**src/rtl/fetch_unit.sv**
```systemverilog
`default_nettype none
// +--------------------------------------------------------------------------+
// | fetch_unit                                                               |
// | Instruction fetch stage: PC, req/ack memory fetch, op issue to decoder.  |
// | Rev 1.0                                                                  |
// +--------------------------------------------------------------------------+
module fetch_unit #(
  parameter int PC_W     = 4,
  parameter int OP_W     = 32,
  parameter int RESET_PC = 0,
  parameter int CNT_W    = 16
) (
  input  logic             clk,
  input  logic             rst_n,
  output logic             imem_req,
  output logic [PC_W-1:0]  imem_addr,
  input  logic             imem_ack,
  input  logic [OP_W-1:0]  imem_rdata,
  output logic [OP_W-1:0]  op,
  output logic             op_valid,
  output logic [PC_W-1:0]  op_pc,
  input  logic             stall,
  input  logic             pc_we,
  input  logic [PC_W-1:0]  pc_in,
  output logic [CNT_W-1:0] retired
);

  localparam logic [0:0]      S_FETCH    = 1'b0;
  localparam logic [0:0]      S_ISSUE    = 1'b1;
  localparam logic [PC_W-1:0] c_reset_pc = PC_W'(RESET_PC);

  logic [0:0]       r_state;
  logic [0:0]       w_state_next;
  logic [PC_W-1:0]  r_fetch_pc;
  logic [OP_W-1:0]  r_op;
  logic             r_op_valid;
  logic [PC_W-1:0]  r_op_pc;
  logic [CNT_W-1:0] r_retired;
  logic             w_take;
  logic             w_consume;

  assign w_take    = (r_state == S_FETCH) & imem_ack;
  assign w_consume = (r_state == S_ISSUE) & r_op_valid & ~stall;

  always_ff @(posedge clk or negedge rst_n) begin
    if (!rst_n) begin
      r_state <= S_FETCH;
    end else begin
      r_state <= w_state_next;
    end
  end

  always_comb begin
    w_state_next = r_state;
    case (r_state)
      S_FETCH: if (imem_ack)  w_state_next = S_ISSUE;
      S_ISSUE: if (w_consume) w_state_next = S_FETCH;
      default: w_state_next = S_FETCH;
    endcase
  end

  // Request is gated by reset so memory never sees a request while held in reset.
  always_comb begin
    imem_req  = rst_n & (r_state == S_FETCH);
    imem_addr = r_fetch_pc;
  end

  always_ff @(posedge clk or negedge rst_n) begin
    if (!rst_n) begin
      r_fetch_pc <= c_reset_pc;
      r_op       <= '0;
      r_op_valid <= 1'b0;
      r_op_pc    <= '0;
      r_retired  <= '0;
    end else begin
      if (w_take) begin
        r_op       <= imem_rdata;
        r_op_pc    <= r_fetch_pc;
        r_op_valid <= 1'b1;
      end
      // Jump inputs are only trusted on the consuming cycle; during stall they may be stale.
      if (w_consume) begin
        r_fetch_pc <= pc_we ? pc_in : (r_op_pc + PC_W'(1));
        r_op_valid <= 1'b0;
        if (r_retired != '1) begin
          r_retired <= r_retired + CNT_W'(1);
        end
      end
    end
  end

  assign op       = r_op;
  assign op_valid = r_op_valid;
  assign op_pc    = r_op_pc;
  assign retired  = r_retired;

endmodule
`default_nettype wire
```
**config.mk**
```make
export PLATFORM = sky130hd
export DESIGN_NAME = fetch_unit
export DESIGN_NICKNAME = d
export VERILOG_FILES = /design/src/rtl/fetch_unit.sv
export SDC_FILE = /design/constraint.sdc
export NUM_CORES = 1
export LEC_CHECK = 0
export BUFFER_PORTS_ARGS = -buffer_cell sky130_fd_sc_hd__buf_2
export CORE_MARGIN = 8
export CORE_UTILIZATION = 45
export CTS_CLUSTER_DIAMETER = 100
export DETAILED_ROUTE_END_ITERATION = 8
export HOLD_SLACK_MARGIN = 0.03
export PLACE_DENSITY_LB_ADDON = 0.15
export RECOVER_POWER = 25
export SLEW_MARGIN = 10
export SYNTH_ARGS = -nofsm -noshare
export SYNTH_HDL_FRONTEND = slang
export SYNTH_SLANG_ARGS = --single-unit
```
**constraint.sdc**
```tcl
create_clock -name clk -period 1.9 [get_ports clk]
set_input_delay 0.095 -clock clk [delete_from_list [all_inputs] [get_ports clk]]
set_output_delay 0.095 -clock clk [all_outputs]
set_load 0.02 [all_outputs]
```
=== Yosys cells after proc, flatten, opt, wreduce, memory -nomap -nowiden ===
Cells that the tools add are included.

* Register bits: 58
* Input bits: 41
* Output and inout bits: 58
* Word-level logic and storage cells: 23

* $add $sub $neg: 2
* Eq/ne operators: 1
* Mux-type cells: 6
* Bitwise operators: 6
* Reductions and logical operators: 2

{| class="wikitable"
|+ Operators by type and width
! operator !! count
|-
| $add A16 B1 Y16 const B || 1
|-
| $ne A16 B16 Y1 const B || 1
|-
| $add A4 B1 Y4 const B || 1
|-
| $and A1 B1 Y1 || 4
|-
| $mux W1 || 4
|-
| $mux W4 || 1
|-
| $not A1 Y1 || 2
|-
| $pmux W1 S2 || 1
|-
| $reduce_and A2 Y1 || 1
|-
| $reduce_bool A2 Y1 || 1
|}

=== Longest topological paths before layout ===
Gate-level depths: netlist of run 1.

* Depth in word-level cells: 4
* Depth in mapped cells: 5
* Gate-level depth less buffers: 5

=== Least setup slack after synthesis of run 1 ===
OpenSTA, ideal clock, no wires.

* Path type: register -> register
* Start: register r_retired[0] (netlist: retired[0])
* End: register r_retired[1] (netlist: retired[1])
* Library setup time: 125 ps
* Arrival time: 1,667 ps
* Required time: 1,775 ps
* Slack: 109 ps
* Stages on the path, launching flop included: 6
* Path buffers: 0
* Clock period less this slack: 1,791 ps
* Cell sequence: dfrtp_1 ha_1 and3_1 nand4_2 o21ai_1 mux2_2

* Cells in the longest elaborated chain, start to end: 2
* Elaborated cells between the ends (all ways): 3
* Classes of those cells: add/sub: 1; eq/ne: 1; reduce/logical: 1

{| class="wikitable"
|+ Ends and longest elaborated chain
! item !! RTL line !! text
|-
| start, declared || 38 || <nowiki>logic [CNT_W-1:0] r_retired;</nowiki>
|-
| start signal, assigned || 86 || <nowiki>r_retired <= r_retired + CNT_W'(1);</nowiki>
|-
| branches (longest 2 deep; another with $add A16 B1 Y16) || - ||
|}

Several ways; the timed one is not identified.
A chain may end at the register's enable or synchronous reset.

=== Final worst setup path of run 1 ===
Ends and elaborated chain as after synthesis.

==> impl_metrics.tcl, run 1 <==
set metrics [dict create \
    layout_common_cells "58 x dfrtp_1, 57 x buf_2, 43 x clkbuf_1, 39 x mux2_2, 34 x dlygate4sd3_1" \
    yosysUniqueCellTypes 34 \
    synth_fp_nets 227 \
    areaGrowthSynthToFinish_pct 46.0 \
    synth_top_area_share 0.591 \
    fin_cells 404 \
    hp-start "pc_in[0]" \
    clock_skew_ns 0.00552 \
    rsz0062_at_grt "no" \
    grt_pass1_wl_um 10600 \
    ant_nets 0 \
    crit_fanout 5 \
    worst_pin_slew_ns 0.698 \
    fin_util 0.664 \
    initial_core_util 0.455 \
    drv_cap 0 \
    synth_cells 184 \
    synthMuxAreaShare 0.187 \
    critical_path_required_ns 2.11 \
    ys_ff_latch 58 \
    startpoint_type "flop" \
    finalSetupViolCount 0 \
    reg2reg_from "retired[0]" \
    die_w_um 89.9 \
    synth_adder_area_share 0.0102 \
    grt_max_degree 59 \
    synth_top_cell_by_area "dfrtp_1" \
    dr_total_vias 1964 \
    ys_seq_area_frac 0.591 \
    drive_above_1_share 0.373 \
    htreeDepth 3 \
    antenna_found_initial 0 \
    synth_top_family_by_area "multiplexers" \
    cts_tree "yes" \
    gp_congestion 0.822 \
    cts_setup_buffers 0 \
    cp.arrival_ns 1.96 \
    path_buf_inv 0 \
    firstDrtPassIters 4 \
    setup.worst_path.class "reg2reg" \
    max_slew_margin 0.534 \
    hold_class "in2reg" \
    insertion_delay_ns 0.33 \
    period_needed_ns 1.74 \
    cp_top_family "flip-flops" \
    hpwl_um 4300 \
    drt_iter0_drc 85 \
    design.core.area_um2 5410 \
    cp_slowest_cell "dfrtp_1" \
    crit_start "retired[0]" \
    synth_compound_area_frac 0.0463 \
    cts_root_buffer "clkbuf_8" \
    wl_um 6340 \
    viasPerCell 4.86 \
    crit_path_end_kind "flop" \
    report.final.slew_viol_count 0 \
    ys_warn_count 0 \
    dp.cells 355 \
    synthXorXnorAreaFrac 0.0392 \
    cts_sinks 58 \
    hold_viol 0 \
    p_leak_nw 1.64 \
    drc 0 \
    cts.clk_slew.worst_paths_ns 0.06 \
    antenna_cells 0 \
    synth_simple_gate_area_share 0.114 \
    die_y_um 89.9 \
    max_stage_delay_ns 0.42 \
    grt-ovfl-total 0 \
    grt_pass1_vias 2130 \
    io_pins 99 \
    yosys-top-cells-area "dfrtp_1 59%, mux2_2 18%, xnor2_1 3.2%" \
    final_common_cell "dfrtp_1" \
    post_drt_wl_per_cell_um 15.7 \
    rows 27 \
    peakVddDrop_uv 892 \
    crit_chain "ha_1, and3_1, nand4_2, o21ai_1, mux2_2" \
    syn_area_um2 2460 \
    dieArea_um2 8080 \
    avgSynthCellArea_um2 13.4 \
    fin_crit_sh 0.918 \
    cts_inserted_buffers 9 \
    io_buffers 98 \
    p_per_area_nw_per_um2 1470 \
    clockBufferDepth 2 \
    run_status "finished, final reports clean" \
    tns_ns 0 \
    fmax_mhz 573 \
    grtUsageTotal 0.163 \
    fin_nets 371 \
]
power by group:
part / switching, W / internal (W) / total [W]
clock: 0.000458 / 0.000704 / 0.00116
combinational: 0.00122 / 0.000827 / 0.00204
sequential: 0.000321 / 0.00173 / 0.00205
total: 0.00200 / 0.00326 / 0.00526
cell families (layout without fill, tap and decap cells):
kind of cell    after synthesis  after routing
buf+inv                       7            155
compound gates               17             17
flops                        58             58
mux                          41             41
simple gates                 48             48
xor+xnor                     11             11
fa+ha+maj                     2              2
synthesized netlist by cell type:
library cell  instances
xnor2_1               9
nand4_2               1
a21oi_1               4
o21ai_0               4
nand4_1               5
buf_1                 1
or3_4                 1
o21ai_1               1
nand4_4               1
dfrtp_1              58
o21a_1                1
nor3_1                2
ha_1                  2
clkbuf_1              2
mux2_2               39
o2111a_1              1
and4b_1               1
o211ai_1              3
nor2_1               11
nand3_1               5
mux2i_1               2
nand2b_1              1
nor3b_2               1
nand3b_1              1
buf_2                 4
nor2b_1               2
a31oi_1               1
xor2_1                2
nor3_2                1
nand2_1              11
and4_1                1
a41oi_1               1
a211oi_2              1
and3_1                3
repair_timing:
action | 4_1_cts | 5_1_grt
hold buffers | 34 | 0
endpoints found under the setup margin | 0 | 0
gates resized for setup | 0 | 0
endpoints found under the hold margin | 91 | 0
path summary, 6_finish.rpt:
path / end / slack (ns) / depth (start not counted)
max: retired[1] / 0.16 / 5
min: imem_addr[0] / 0.06 / 3
max reg2reg: retired[1] / 0.16 / 5
min reg2reg: op[11] / 0.50 / 1
max in group asynchronous: retired[7] / 0.93 / 3
min in group asynchronous: op[14] / 0.50 / 3
flip-flops by register name, indices dropped and copies added, names as in the netlist:
signal / cells
imem_addr: 4
op: 32
op_pc: 4
op_valid: 1
r_state: 1
retired: 16
layer usage:
layer / global-route usage / vias up / wire length [um] / part of all wire
met2: 0.258 / 71 / 2990 / 0.47
met3: 0.0515 / 13 / 376 / 0.059
met5: 0 / - / 0 / 0
met1: 0.192 / 931 / 2840 / 0.45
met4: 0.0874 / 0 / 127 / 0.020
li1: - / 949 / - / -
cell type report:
cell class / count / area, um2
Tap cell: 72 / 90.1
Clock inverter: 2 / 35.0
Timing Repair Buffer: 140 / 861
Sequential cell: 58 / 1450
Fill cell: 437 / 1820
Clock buffer: 13 / 169
Multi-Input combinational cell: 119 / 982
worst min-delay path, cell delays in order:
cell and delay [ns]:
buf_2 0.07, a21oi_1 0.05, o21ai_0 0.13
per-stage QoR:
step           worst slack, ns  total power [W]  hold slack, ns  instance area (um2)
3_3_place_gp             0.226          0.00415           0.307                 3100
4_1_cts                  0.164          0.00543          0.0530                 3640
3_5_place_dp             0.176          0.00419           0.311                 3100
6_report                 0.156          0.00526          0.0629                 3590
2_1_floorplan            0.109          0.00337          -0.201                 2460
5_1_grt                0.00863          0.00558          0.0672                 3590
Power figures use the tool's default switching activity.
==> inputs of run 2 (changes only) <==
==> constraint.sdc (replaced) <==
create_clock -name clk -period 1.7 [get_ports clk]
set_input_delay 0.085 -clock clk [delete_from_list [all_inputs] [get_ports clk]]
set_output_delay 0.085 -clock clk [all_outputs]
set_load 0.02 [all_outputs]
==> run 2 against run 1 <==
Fmax grew 9.1%; sequential cell count stayed put; clock power barely moved; final area increased by 2.7%; combinational power grew 20%; clock skew about the same; core utilization is 1.8 points higher; first-iteration DRC count is 38% lower; routed wire length increased by 0.54%; via count grew 3.5%; largest power group is now combinational cells; die area is the same.
==> impl_metrics.tcl, run 2 (same netlist as run 1, synthesis figures left out) <==
set metrics [dict create \
    insertion_delay_ns 0.32 \
    grt-ovfl-total 0 \
    final_common_cell "buf_2" \
    routed-wl-met2_um 2970 \
    max_slew_margin 0.343 \
    drt_iter0_drc 53 \
    antenna_cells 0 \
    run_status "finished, final reports clean" \
    grt_pass1_wl_um 10600 \
    rsz0062_at_grt "no" \
    path_buf_inv 0 \
    cp.arrival_ns 1.81 \
    grt_max_degree 42 \
    hpwl_um 4420 \
    antenna_found_initial 0 \
    gp_congestion 0.807 \
    cts_root_buffer "clkbuf_8" \
    startpoint_type "flop" \
    critical_path_required_ns 1.91 \
    initial_core_util 0.455 \
    cts_tree "yes" \
    dp.cells 363 \
    cts_sinks 58 \
    wl_um 6370 \
    viasPerCell 4.92 \
    crit_chain "nand4_1, or3_4, nor3_2, mux2_2" \
    fin_cells 413 \
    cts.clk_slew.worst_paths_ns 0.06 \
    p_leak_nw 1.78 \
    wl_met3_um 412 \
    htreeDepth 3 \
    layout_common_cells "97 x buf_2, 53 x dfrtp_1, 39 x mux2_2, 34 x dlygate4sd3_1, 13 x buf_4" \
    fin_crit_sh 0.940 \
    fin_nets 379 \
    fmax_mhz 626 \
    ant_nets 0 \
    drc 0 \
    max_stage_delay_ns 0.43 \
    crit_path_end_kind "flop" \
    drv_cap 0 \
    io_pins 99 \
    tns_ns 0 \
    worst_pin_slew_ns 0.986 \
    cp_top_family "simple AND/OR/NAND/NOR gates" \
    grt_pass1_vias 2125 \
    io_buffers 98 \
    m1WireLength_um 2850 \
    post_drt_wl_per_cell_um 15.4 \
    die_y_um 89.9 \
    grtUsageTotal 0.160 \
    crit_fanout 6 \
    clock_skew_ns 0.00574 \
    fin_util 0.682 \
    period_needed_ns 1.60 \
    cts_inserted_buffers 9 \
    design.core.area_um2 5410 \
    die_w_um 89.9 \
    fillers 414 \
    cts_setup_buffers 0 \
    p_per_area_nw_per_um2 1610 \
    dr_total_vias 2032 \
    largest_reg_flops 32 \
    setup.worst_path.class "reg2reg" \
    rows 27 \
    hold_viol 0 \
    peakVddDrop_uv 1190 \
    dieArea_um2 8080 \
    report.final.slew_viol_count 0 \
    hold_class "in2reg" \
    cp_slowest_cell "dfrtp_1" \
    areaGrowthSynthToFinish_pct 49.9 \
    clockBufferDepth 2 \
    drive_above_1_share 0.531 \
    finalSetupViolCount 0 \
    firstDrtPassIters 4 \
    routed.top_layer "met4" \
]
[run 2: report_power, final]
group / internal (W) / switching, W
Clock: 0.000666 / 0.000519
Sequential: 0.00194 / 0.000354
Combinational: 0.00106 / 0.00137
Total: 0.00367 / 0.00225
[run 2: path summary, 6_finish.rpt]
path / from / endpoint / slack (ns) / cells past startpoint
max: retired[2] / retired[15] / 0.10 / 4
max in group asynchronous: rst_n / retired[4] / 0.33 / 3
max reg2reg: retired[2] / retired[15] / 0.10 / 4
min: pc_in[0] / imem_addr[0] / 0.05 / 3
min in group asynchronous: rst_n / op[10] / 0.63 / 3
min reg2reg: op[20] / op[20] / 0.50 / 1
[run 2: metal layers]
layer | vias up | global-route usage
met5 | - | 0
met4 | 0 | 0.0777
met3 | 13 | 0.0540
met2 | 69 | 0.256
met1 | 984 | 0.189
li1 | 966 | -
[run 2: final cells by class]
type,instances,area [um2],share of cell area
flip-flops and latches,58,1460,0.396
multi-input cells,119,996,0.270
repair buffers,148,956,0.259
clock buffers,10,128,0.0346
well taps,72,90.1,0.0244
clock inverters,6,57.6,0.0156
[run 2: stage by stage]
step                      setup WS (ns)  cell area [um2]  hold slack, ns  total power [W]
after floorplan                 -0.0175             2460          -0.211          0.00378
after global placement           0.0969             3150           0.125          0.00463
after detailed placement         0.0610             3150           0.121          0.00469
after CTS                        0.0399             3680          0.0472          0.00596
after global routing             0.0225             3680          0.0584          0.00627
final                             0.102             3680          0.0519          0.00592
[run 2: worst register-to-register path, cell delays in order (launching register included)]
cell and delay, ns:
dfrtp_1 0.43, nand4_1 0.15, or3_4 0.38, nor3_2 0.18
mux2_2 0.34
[run 2: repair_timing]
item / 4_1_cts / 5_1_grt
setup endpoints to repair: 0 / 2
endpoints found under the hold margin: 91 / 0
hold buffers: 34 / 0
resized for setup: 0 / 3
